File: config.mk
export PLATFORM = sky130hd
export DESIGN_NAME = uart_baud_scheduler
export DESIGN_NICKNAME = d
export VERILOG_FILES = /design/src/rtl/uart_baud_scheduler.sv
export SDC_FILE = /design/constraint.sdc
export NUM_CORES = 1
export LEC_CHECK = 0
export CAP_MARGIN = 10
export CORE_ASPECT_RATIO = 0.6
export CORE_MARGIN = 3
export CORE_UTILIZATION = 45
export CTS_CLUSTER_DIAMETER = 120
export DETAILED_ROUTE_END_ITERATION = 16
export PLACE_DENSITY_LB_ADDON = 0.25
export SLEW_MARGIN = 20
export SYNTH_ARGS = -nofsm -noshare
export SYNTH_HDL_FRONTEND = slang
export SYNTH_SLANG_ARGS = --single-unit
File: constraint.sdc
create_clock -name clk_in -period 5.7 [get_ports clk_in]
set_clock_uncertainty 0.05 [all_clocks]
set_input_delay 1.14 -clock clk_in [delete_from_list [all_inputs] [get_ports clk_in]]
set_output_delay 1.14 -clock clk_in [all_outputs]
set_load 0.005 [all_outputs]
File: src/rtl/uart_baud_scheduler.sv
// Programmable oversample/bit tick scheduler for the UART, with bit-boundary divisor switching.
// Optional fractional divisor support is enabled by defining UART_BAUD_FRAC_EN.
module uart_baud_scheduler #(
    parameter int unsigned DIVISOR_WIDTH   = 16,
    parameter int unsigned OVERSAMPLE      = 16,
    parameter int unsigned DEFAULT_DIVISOR = 4
) (
    input  logic                     clk_in,
    input  logic                     rst,
    input  logic                     enable,
    input  logic                     phase_sync,
    input  logic [DIVISOR_WIDTH-1:0] cfg_divisor,
    input  logic                     cfg_valid,
`ifdef UART_BAUD_FRAC_EN
    input  logic [3:0]               cfg_frac,
`endif
    output logic                     cfg_ready,
    output logic [DIVISOR_WIDTH-1:0] active_divisor,
    output logic                     tick_os,
    output logic                     tick_bit,
    output logic                     running
);

    localparam int unsigned BIT_W = (OVERSAMPLE > 1) ? $clog2(OVERSAMPLE) : 1;
    localparam logic [BIT_W-1:0] BIT_LAST = BIT_W'(OVERSAMPLE - 1);
    localparam logic [DIVISOR_WIDTH-1:0] DIV_MIN = DIVISOR_WIDTH'(2);
    localparam logic [DIVISOR_WIDTH-1:0] DIV_DEF = DIVISOR_WIDTH'(DEFAULT_DIVISOR);

    typedef enum logic [1:0] {
        ST_IDLE    = 2'd0,
        ST_RUN     = 2'd1,
        ST_PENDING = 2'd2
    } state_e;

    state_e                   state_q, state_d;
    logic [DIVISOR_WIDTH-1:0] os_cnt_q, os_cnt_d;
    logic [BIT_W-1:0]         bit_cnt_q, bit_cnt_d;
    logic [DIVISOR_WIDTH-1:0] div_q, div_d;
    logic [DIVISOR_WIDTH-1:0] shadow_q, shadow_d;
    logic [3:0]               frac_q, frac_d;
    logic [3:0]               shadow_frac_q, shadow_frac_d;
    logic [3:0]               acc_q, acc_d;
    logic                     extra_q, extra_d;
    logic                     tick_os_q, tick_os_d;
    logic                     tick_bit_q, tick_bit_d;
    logic                     running_q, running_d;
    logic                     ready_q, ready_d;

    logic [3:0]               frac_in;
    logic [DIVISOR_WIDTH-1:0] div_clamped;
    logic [DIVISOR_WIDTH-1:0] os_last;
    logic [4:0]               frac_sum;
    logic                     cfg_fire;
    logic                     wrap;

`ifdef UART_BAUD_FRAC_EN
    assign frac_in = cfg_frac;
`else
    assign frac_in = 4'd0;
`endif

    // A carry from the phase accumulator stretches the current period by one cycle.
    assign cfg_fire    = cfg_valid && ready_q;
    assign div_clamped = (cfg_divisor < DIV_MIN) ? DIV_MIN : cfg_divisor;
    assign os_last     = div_q - DIVISOR_WIDTH'(1) + DIVISOR_WIDTH'(extra_q);
    assign wrap        = (os_cnt_q == os_last);
    assign frac_sum    = {1'b0, acc_q} + {1'b0, frac_q};

    always_comb begin
        state_d       = state_q;
        os_cnt_d      = os_cnt_q;
        bit_cnt_d     = bit_cnt_q;
        div_d         = div_q;
        shadow_d      = shadow_q;
        frac_d        = frac_q;
        shadow_frac_d = shadow_frac_q;
        acc_d         = acc_q;
        extra_d       = extra_q;
        tick_os_d     = 1'b0;
        tick_bit_d    = 1'b0;

        case (state_q)
            ST_IDLE: begin
                os_cnt_d  = '0;
                bit_cnt_d = '0;
                acc_d     = '0;
                extra_d   = 1'b0;
                if (cfg_fire) begin
                    div_d  = div_clamped;
                    frac_d = frac_in;
                end
                if (enable) begin
                    state_d = ST_RUN;
                end
            end

            ST_RUN, ST_PENDING: begin
                if (!enable) begin
                    // Leaving RUN/PENDING commits any staged divisor rather than dropping it.
                    state_d   = ST_IDLE;
                    os_cnt_d  = '0;
                    bit_cnt_d = '0;
                    acc_d     = '0;
                    extra_d   = 1'b0;
                    if (state_q == ST_PENDING) begin
                        div_d  = shadow_q;
                        frac_d = shadow_frac_q;
                    end else if (cfg_fire) begin
                        div_d  = div_clamped;
                        frac_d = frac_in;
                    end
                end else if (phase_sync) begin
                    os_cnt_d  = '0;
                    bit_cnt_d = '0;
                    acc_d     = '0;
                    extra_d   = 1'b0;
                    if (state_q == ST_PENDING) begin
                        div_d   = shadow_q;
                        frac_d  = shadow_frac_q;
                        state_d = ST_RUN;
                    end else if (cfg_fire) begin
                        shadow_d      = div_clamped;
                        shadow_frac_d = frac_in;
                        state_d       = ST_PENDING;
                    end
                end else begin
                    if (wrap) begin
                        os_cnt_d  = '0;
                        tick_os_d = 1'b1;
                        acc_d     = frac_sum[3:0];
                        extra_d   = frac_sum[4];
                        if (bit_cnt_q == BIT_LAST) begin
                            bit_cnt_d  = '0;
                            tick_bit_d = 1'b1;
                            if (state_q == ST_PENDING) begin
                                div_d   = shadow_q;
                                frac_d  = shadow_frac_q;
                                acc_d   = '0;
                                extra_d = 1'b0;
                                state_d = ST_RUN;
                            end
                        end else begin
                            bit_cnt_d = bit_cnt_q + BIT_W'(1);
                        end
                    end else begin
                        os_cnt_d = os_cnt_q + DIVISOR_WIDTH'(1);
                    end
                    if ((state_q == ST_RUN) && cfg_fire) begin
                        shadow_d      = div_clamped;
                        shadow_frac_d = frac_in;
                        state_d       = ST_PENDING;
                    end
                end
            end

            default: begin
                state_d = ST_IDLE;
            end
        endcase

        running_d = (state_d != ST_IDLE);
        ready_d   = (state_d != ST_PENDING);
    end

    always_ff @(posedge clk_in or negedge rst) begin
        if (!rst) begin
            state_q       <= ST_IDLE;
            os_cnt_q      <= '0;
            bit_cnt_q     <= '0;
            div_q         <= DIV_DEF;
            shadow_q      <= '0;
            frac_q        <= '0;
            shadow_frac_q <= '0;
            acc_q         <= '0;
            extra_q       <= 1'b0;
            tick_os_q     <= 1'b0;
            tick_bit_q    <= 1'b0;
            running_q     <= 1'b0;
            ready_q       <= 1'b1;
        end else begin
            state_q       <= state_d;
            os_cnt_q      <= os_cnt_d;
            bit_cnt_q     <= bit_cnt_d;
            div_q         <= div_d;
            shadow_q      <= shadow_d;
            frac_q        <= frac_d;
            shadow_frac_q <= shadow_frac_d;
            acc_q         <= acc_d;
            extra_q       <= extra_d;
            tick_os_q     <= tick_os_d;
            tick_bit_q    <= tick_bit_d;
            running_q     <= running_d;
            ready_q       <= ready_d;
        end
    end

    assign cfg_ready      = ready_q;
    assign active_divisor = div_q;
    assign tick_os        = tick_os_q;
    assign tick_bit       = tick_bit_q;
    assign running        = running_q;

endmodule

==> out/results.ini <==
[synthesis]
synth-seq-cells = 67
synth_compound_area_share_pct = 18.4
synth_cells = 380
synth_top_family_by_area = compound AO/OA/AOI/OAI gates
syn_nets = 415
syn_area_um2 = 3950
yosysWarnings = 0
synthAdderAreaFrac_pct = 4.63
synth.mux.area_fraction_pct = 6.12
synth_area_leaders = dfrtp_1 (41%), o22a_1 (6.2%), xnor2_1 (4.7%)
avgSynthCellArea_um2 = 10.4
synth_top_area_share_pct = 41.2
yosys.area_share.simple_pct = 17.2
yosys.area.top_type = dfrtp_1
synth_edf_count = 0
ys_types = 71
synth_xor_area_share_pct = 7.10
synth_flop_cell = dfrtp_1
synthArstFlopShare_pct = 100
ys_seq_area_share_pct = 42.5

[worst_setup_path]
crit_fanout = 19
cp-end-kind = flop
critPathArrivalTime_ns = 3.76
worstSetupPathType = reg -> reg
start_kind = flop
cp_data_required_time_ns = 5.86

[die]
dieArea_um2 = 9970
io_pins = 41
fp-row-count = 25
die_h_um = 78.6
start_util_pct = 48.2
die_x_um = 127
core_area_um2 = 8200

[timing]
setup_viol = 0
max_freq_mhz = 278
maxSlewHeadroom_pct = 40.0
rsz0062_at_grt = false
drv_slew = 0
worstMarginPinSlew_ns = 0.896
post-route-period-util_pct = 63.1
holdWs_ns = 0.439
finalSetupTns_ns = 0
fin_crit_ns = 3.60
timing.final.hold_violations = 0
fin_ws_ns = 2.10

[cts]
cts_buffers = 9
clock_path_buffers = 2
h-tree-depth = 3
cts_tree = built
ctsHoldBuffers = 0
cts.sinks = 67
cts_setup_buffers = 0
clk_pin_slew_ns = 0.06
cts_root_buf = clkbuf_16
clkLatencyLatePin_ns = 0.33
post_cts_resized = 0

[min_path]
hp-class = reg -> reg

[outcome]
status = complete, no violations

[pwr]
powerDensity_nw_per_um2 = 477
p_leak_nw = 1.94
peakVddDrop_mv = 0.269

[final_layout]
fin_util_pct = 57.7
drive_gt1_share_pct = 13.1
final_nets = 457
n_antenna_cell = 0
area_growth_pct = 19.7
nFillCells = 696

[job]
cap_violations = 0

[global_routing]
grt_max_degree = 68
grt-ovfl-total = 0
grt_pass1_vias = 2943
grt_pass1_wl_um = 15700
grt_usage_pct = 20.1
antenna_found_initial = 0

[routing]
drc = 0
antenna_left = 0
routedWlPerCell_um = 17.7
detail_route.vias_per_cell = 5.84
drt_pass1_iterations = 5
via_count = 3122
drt_wl_total_um = 9460
drt_iter0_markers = 227

[placed_design]
post-dp-hpwl_um = 6850
dpl_worst_slack_ns = 2.20
globalplace.congestion = 0.879
io_buffers = 40

## stage by stage
step	area (um2)	power [W]	instances
4_1_cts	4720	0.00227	534
6_report	4730	0.00225	535
5_1_grt	4730	0.00240	535
2_1_floorplan	3950	0.00142	380
3_5_place_dp	4440	0.00174	518
3_3_place_gp	4440	0.00172	518
## final cells by class
class	instances	area (um2)	share of cell area, %
multi-input combinational	278	2120	44.9
inverter	22	82.6	1.75
timing repair buffer	44	425	9.00
sequential	67	1680	35.5
tap	108	135	2.86
clock inverter	4	25.0	0.530
clock buffer	12	256	5.43
## final timing paths
| check | start | endpoint | slack, ns | cells past startpoint |
|---|---|---|---|---|
| max | active_divisor[8]$_DFFE_PN0P_ | acc_q[3]$_DFFE_PN0P_ | 2.10 | 7 |
| min reg2reg | frac_q[2]$_DFFE_PN0P_ | frac_q[2]$_DFFE_PN0P_ | 0.44 | 1 |
| min in group asynchronous | rst | os_cnt_q[10]$_DFFE_PN0P_ | 0.95 | 2 |
| max in group asynchronous | rst | active_divisor[13]$_DFFE_PN0P_ | 4.07 | 2 |
| max reg2reg | active_divisor[8]$_DFFE_PN0P_ | acc_q[3]$_DFFE_PN0P_ | 2.10 | 7 |
| min | frac_q[2]$_DFFE_PN0P_ | frac_q[2]$_DFFE_PN0P_ | 0.44 | 1 |
## state kept, by name (all words and copies together) (netlist names), 2 cells and up
name / cells
acc_q: 4
active_divisor: 16
bit_cnt_q: 4
frac_q: 4
os_cnt_q: 16
shadow_q: 16
state_q: 2
## critical path, stage by stage, from the launching register on
cell and delay, ns:
dfrtp_1 0.47, nor4_1 0.78, nor4b_2 0.37, xnor2_1 0.15, a211oi_2 0.28, nand4_2 0.36, a21oi_4 0.63, mux2_1 0.39
## report_power, final
part           switching, W  internal (W)  total, W
sequential         0.000175      0.000616  0.000791
clock              0.000201      0.000316  0.000518
combinational      0.000459      0.000487  0.000946
total              0.000835       0.00142   0.00225
## per-layer routing
layer  vias up  routed length, um  track usage [%]
met5         -                  0                0
met3         7                628             5.10
met1      1511               5030             32.3
met4         0                 69             5.35
met2       120               3740             26.1
li1       1484                  -                -
## cell usage after synthesis (2+ instances only)
master,instances
and4_1,2
o21ai_0,10
o211a_1,2
and2_1,4
nor4_2,2
nand2_1,14
nand3b_1,3
nand4_1,4
buf_2,2
nor2_1,32
a211o_1,2
or3_1,2
mux2_1,2
xnor2_1,21
dfrtp_1,65
clkbuf_1,7
a2bb2oi_1,4
nand2b_1,3
buf_6,3
o22a_1,28
nand3_1,17
inv_1,22
a41oi_1,2
a31o_2,2
nor4_1,7
a31oi_1,5
nor2b_1,3
xor2_1,11
a21oi_1,10
o2bb2ai_1,2
o211ai_1,3
mux2_2,15
nor3_1,6
mux2i_1,5
o22ai_1,2
ha_1,13
and3_1,7
and3b_1,2
dfstp_2,2
## cells by family (layout without fill, tap and decap cells)
| family | after synthesis | after routing |
|---|---|---|
| adder cells (fa/ha/maj) | 14 | 14 |
| multiplexers | 22 | 22 |
| buffers and inverters | 35 | 82 |
| flip-flops | 67 | 67 |
| AO/OA/AOI/OAI | 90 | 90 |
| AND/OR/NAND/NOR | 120 | 120 |
| XOR/XNOR | 32 | 32 |
## cell usage in the layout, fill, tap and decap left out, types with 3 or more instances in the layout
cell              n
nand2b_1          3
ha_1             13
clkdlybuf4s50_1  39
mux2i_1           5
buf_4             4
and3_1            7
xor2_1           11
xnor2_1          21
mux2_2           15
nand4_1           4
o22a_1           28
a21oi_1          10
and2_1            4
o211ai_1          3
nand3b_1          3
nor2_1           32
a31oi_1           5
inv_1            22
nor4_1            7
o21ai_0          10
clkbuf_16         9
dfrtp_1          65
nand2_1          14
a2bb2oi_1         4
nor2b_1           3
nor3_1            6
nand3_1          17
Note: power is estimated with default switching activity, not from simulation.
==> variant (same flow settings) <==
`DIVISOR_WIDTH`: 16 -> 32.
--- a/src/rtl/uart_baud_scheduler.sv
+++ b/src/rtl/uart_baud_scheduler.sv
@@ -1,7 +1,7 @@
 // Programmable oversample/bit tick scheduler for the UART, with bit-boundary divisor switching.
 // Optional fractional divisor support is enabled by defining UART_BAUD_FRAC_EN.
 module uart_baud_scheduler #(
-    parameter int unsigned DIVISOR_WIDTH   = 16,
+    parameter int unsigned DIVISOR_WIDTH   = 32,
     parameter int unsigned OVERSAMPLE      = 16,
     parameter int unsigned DEFAULT_DIVISOR = 4
 ) (
Ports: changed (resized active_divisor and cfg_divisor); port bits go from 41 to 73. The function was not compared with the original's and may differ.
==> variant against the original RTL <==
  * Total power rose by 87%
  * Sequential cell count rose by 48
  * Highest routed layer unchanged
  * Count of clock-buffer cells in the layout rose by 5
  * Wire length rose by 96%
  * Worst setup slack got worse by 830 ps
  * Sequential power rose by 86%
  * Area after synthesis rose by 70%
  * Design area rose by 73%
==> variant: results (changes against the original RTL) <==
stage,metric,value,unit,change
grt,vias in the first global route,5383,,was 2943
worst_setup_path,Worst path slowest cell,or4_1,,was nor4_1
logic_synthesis,synth unique cells,69,,was 71
power_and_ir_drop,LEAKAGE,3.16,nW,was 1.94 nW
worst_setup_path,crit path DAT,4710,ps,was 3760 ps
finish,layout cells sized above 1,17.1,%,was 13.1%
logic_synthesis,post-synthesis mux area share,5.32,%,was 6.12%
power_and_ir_drop,Worst VDD drop,0.000242,V,was 0.000269 V
outcome,status,"finished, final reports clean",,unchanged
clock_network,Worst-Skew Late Latency,420,ps,was 330 ps
placed_design,GPL Wtd Cong,0.869,,was 0.879
logic_synthesis,Compound-Gate Fraction of Synth Area,18.5,%,was 18.4%
grt,routing usage on met1,36.3,%,was 32.3%
logic_synthesis,sequential cell area fraction in the yosys report,42.8,%,was 42.5%
finish,Finished Layout Cells,922,,was 535
grt,largest net degree at the start of global routing,72,,was 68
route,DR pass1 iterations,7,,was 5
grt,grt met3 use,6.44,%,was 5.10%
logic_synthesis,XOR/XNOR Fraction of Synth Area,8.85,%,was 7.10%
sta,Worst-Margin Slew,924,ps,was 896 ps
power_and_ir_drop,P_clk,1.11,mW,was 518 µW
worst_setup_path,worst-path maximum fanout,36,,was 19
route,Vias/cell,5.97,,was 5.84
logic_synthesis,Area contributors post-synth,"dfrtp_1 (42%), a2bb2oi_2 (6.3%), mux2_2 (5.0%)",,"was dfrtp_1 (41%), o22a_1 (6.2%), xnor2_1 (4.7%)"
power_and_ir_drop,Logic power comb,1.62,mW,was 946 µW
logic_synthesis,Post-synth top cells,"dfrtp_1 (113), nor2_1 (52), nand2_1 (42)",,"was dfrtp_1 (65), nor2_1 (32), o22a_1 (28)"
variant: cell count changes in the layout (fill, tap and decap cells not counted), sizes merged, moves of 11 or more:
| cell | unedited run | this run |
|---|---|---|
| nand4 | 5 | 16 |
| o22a | 28 | 0 |
| a2bb2oi | 4 | 30 |
| nor3 | 6 | 19 |
| mux2 | 17 | 30 |
| dfrtp | 65 | 113 |
| nor2 | 32 | 52 |
| clkdlybuf4s50 | 39 | 71 |
| xnor2 | 21 | 37 |
| xor2 | 11 | 31 |
| nand2 | 14 | 42 |
| o22ai | 2 | 35 |
variant: cell type report:
cell class,count,area [µm²]
Clock inverter,15,185
Clock buffer,17,425
Fill cell,1181,5930
Timing Repair Buffer,80,778
Multi-Input combinational cell,482,3600
Sequential cell,115,2880
Inverter,21,78.8
Tap cell,192,240
variant: cell families after synthesis:
| logic type | count (synthesis) |
|---|---|
| flops | 115 |
| buf+inv | 58 |
| compound gates | 146 |
| simple gates | 222 |
| mux | 32 |
| fa+ha+maj | 14 |
| xor+xnor | 68 |
variant: final timing paths:
kind                                     startpoint                             end  slack [ps]  cells past startpoint
setup / recovery                extra_q$_DFFE_PN0P_  active_divisor[25]$_DFFE_PN0P_        1270                     13
hold / removal             shadow_q[19]$_DFFE_PN0P_        shadow_q[19]$_DFFE_PN0P_         460                      1
setup reg to reg                extra_q$_DFFE_PN0P_  active_divisor[25]$_DFFE_PN0P_        1270                     13
hold reg to reg            shadow_q[19]$_DFFE_PN0P_        shadow_q[19]$_DFFE_PN0P_         460                      1
max in group asynchronous                       rst   active_divisor[2]$_DFFE_PN1P_        3640                      2
min in group asynchronous                       rst         os_cnt_q[7]$_DFFE_PN0P_         820                      1
variant: routing by layer:
metal	up-vias	part of all wire [%]
li1	2552	-
met1	2702	50
met3	23	8.2
met2	231	41
met4	0	0.89
met5	-	0
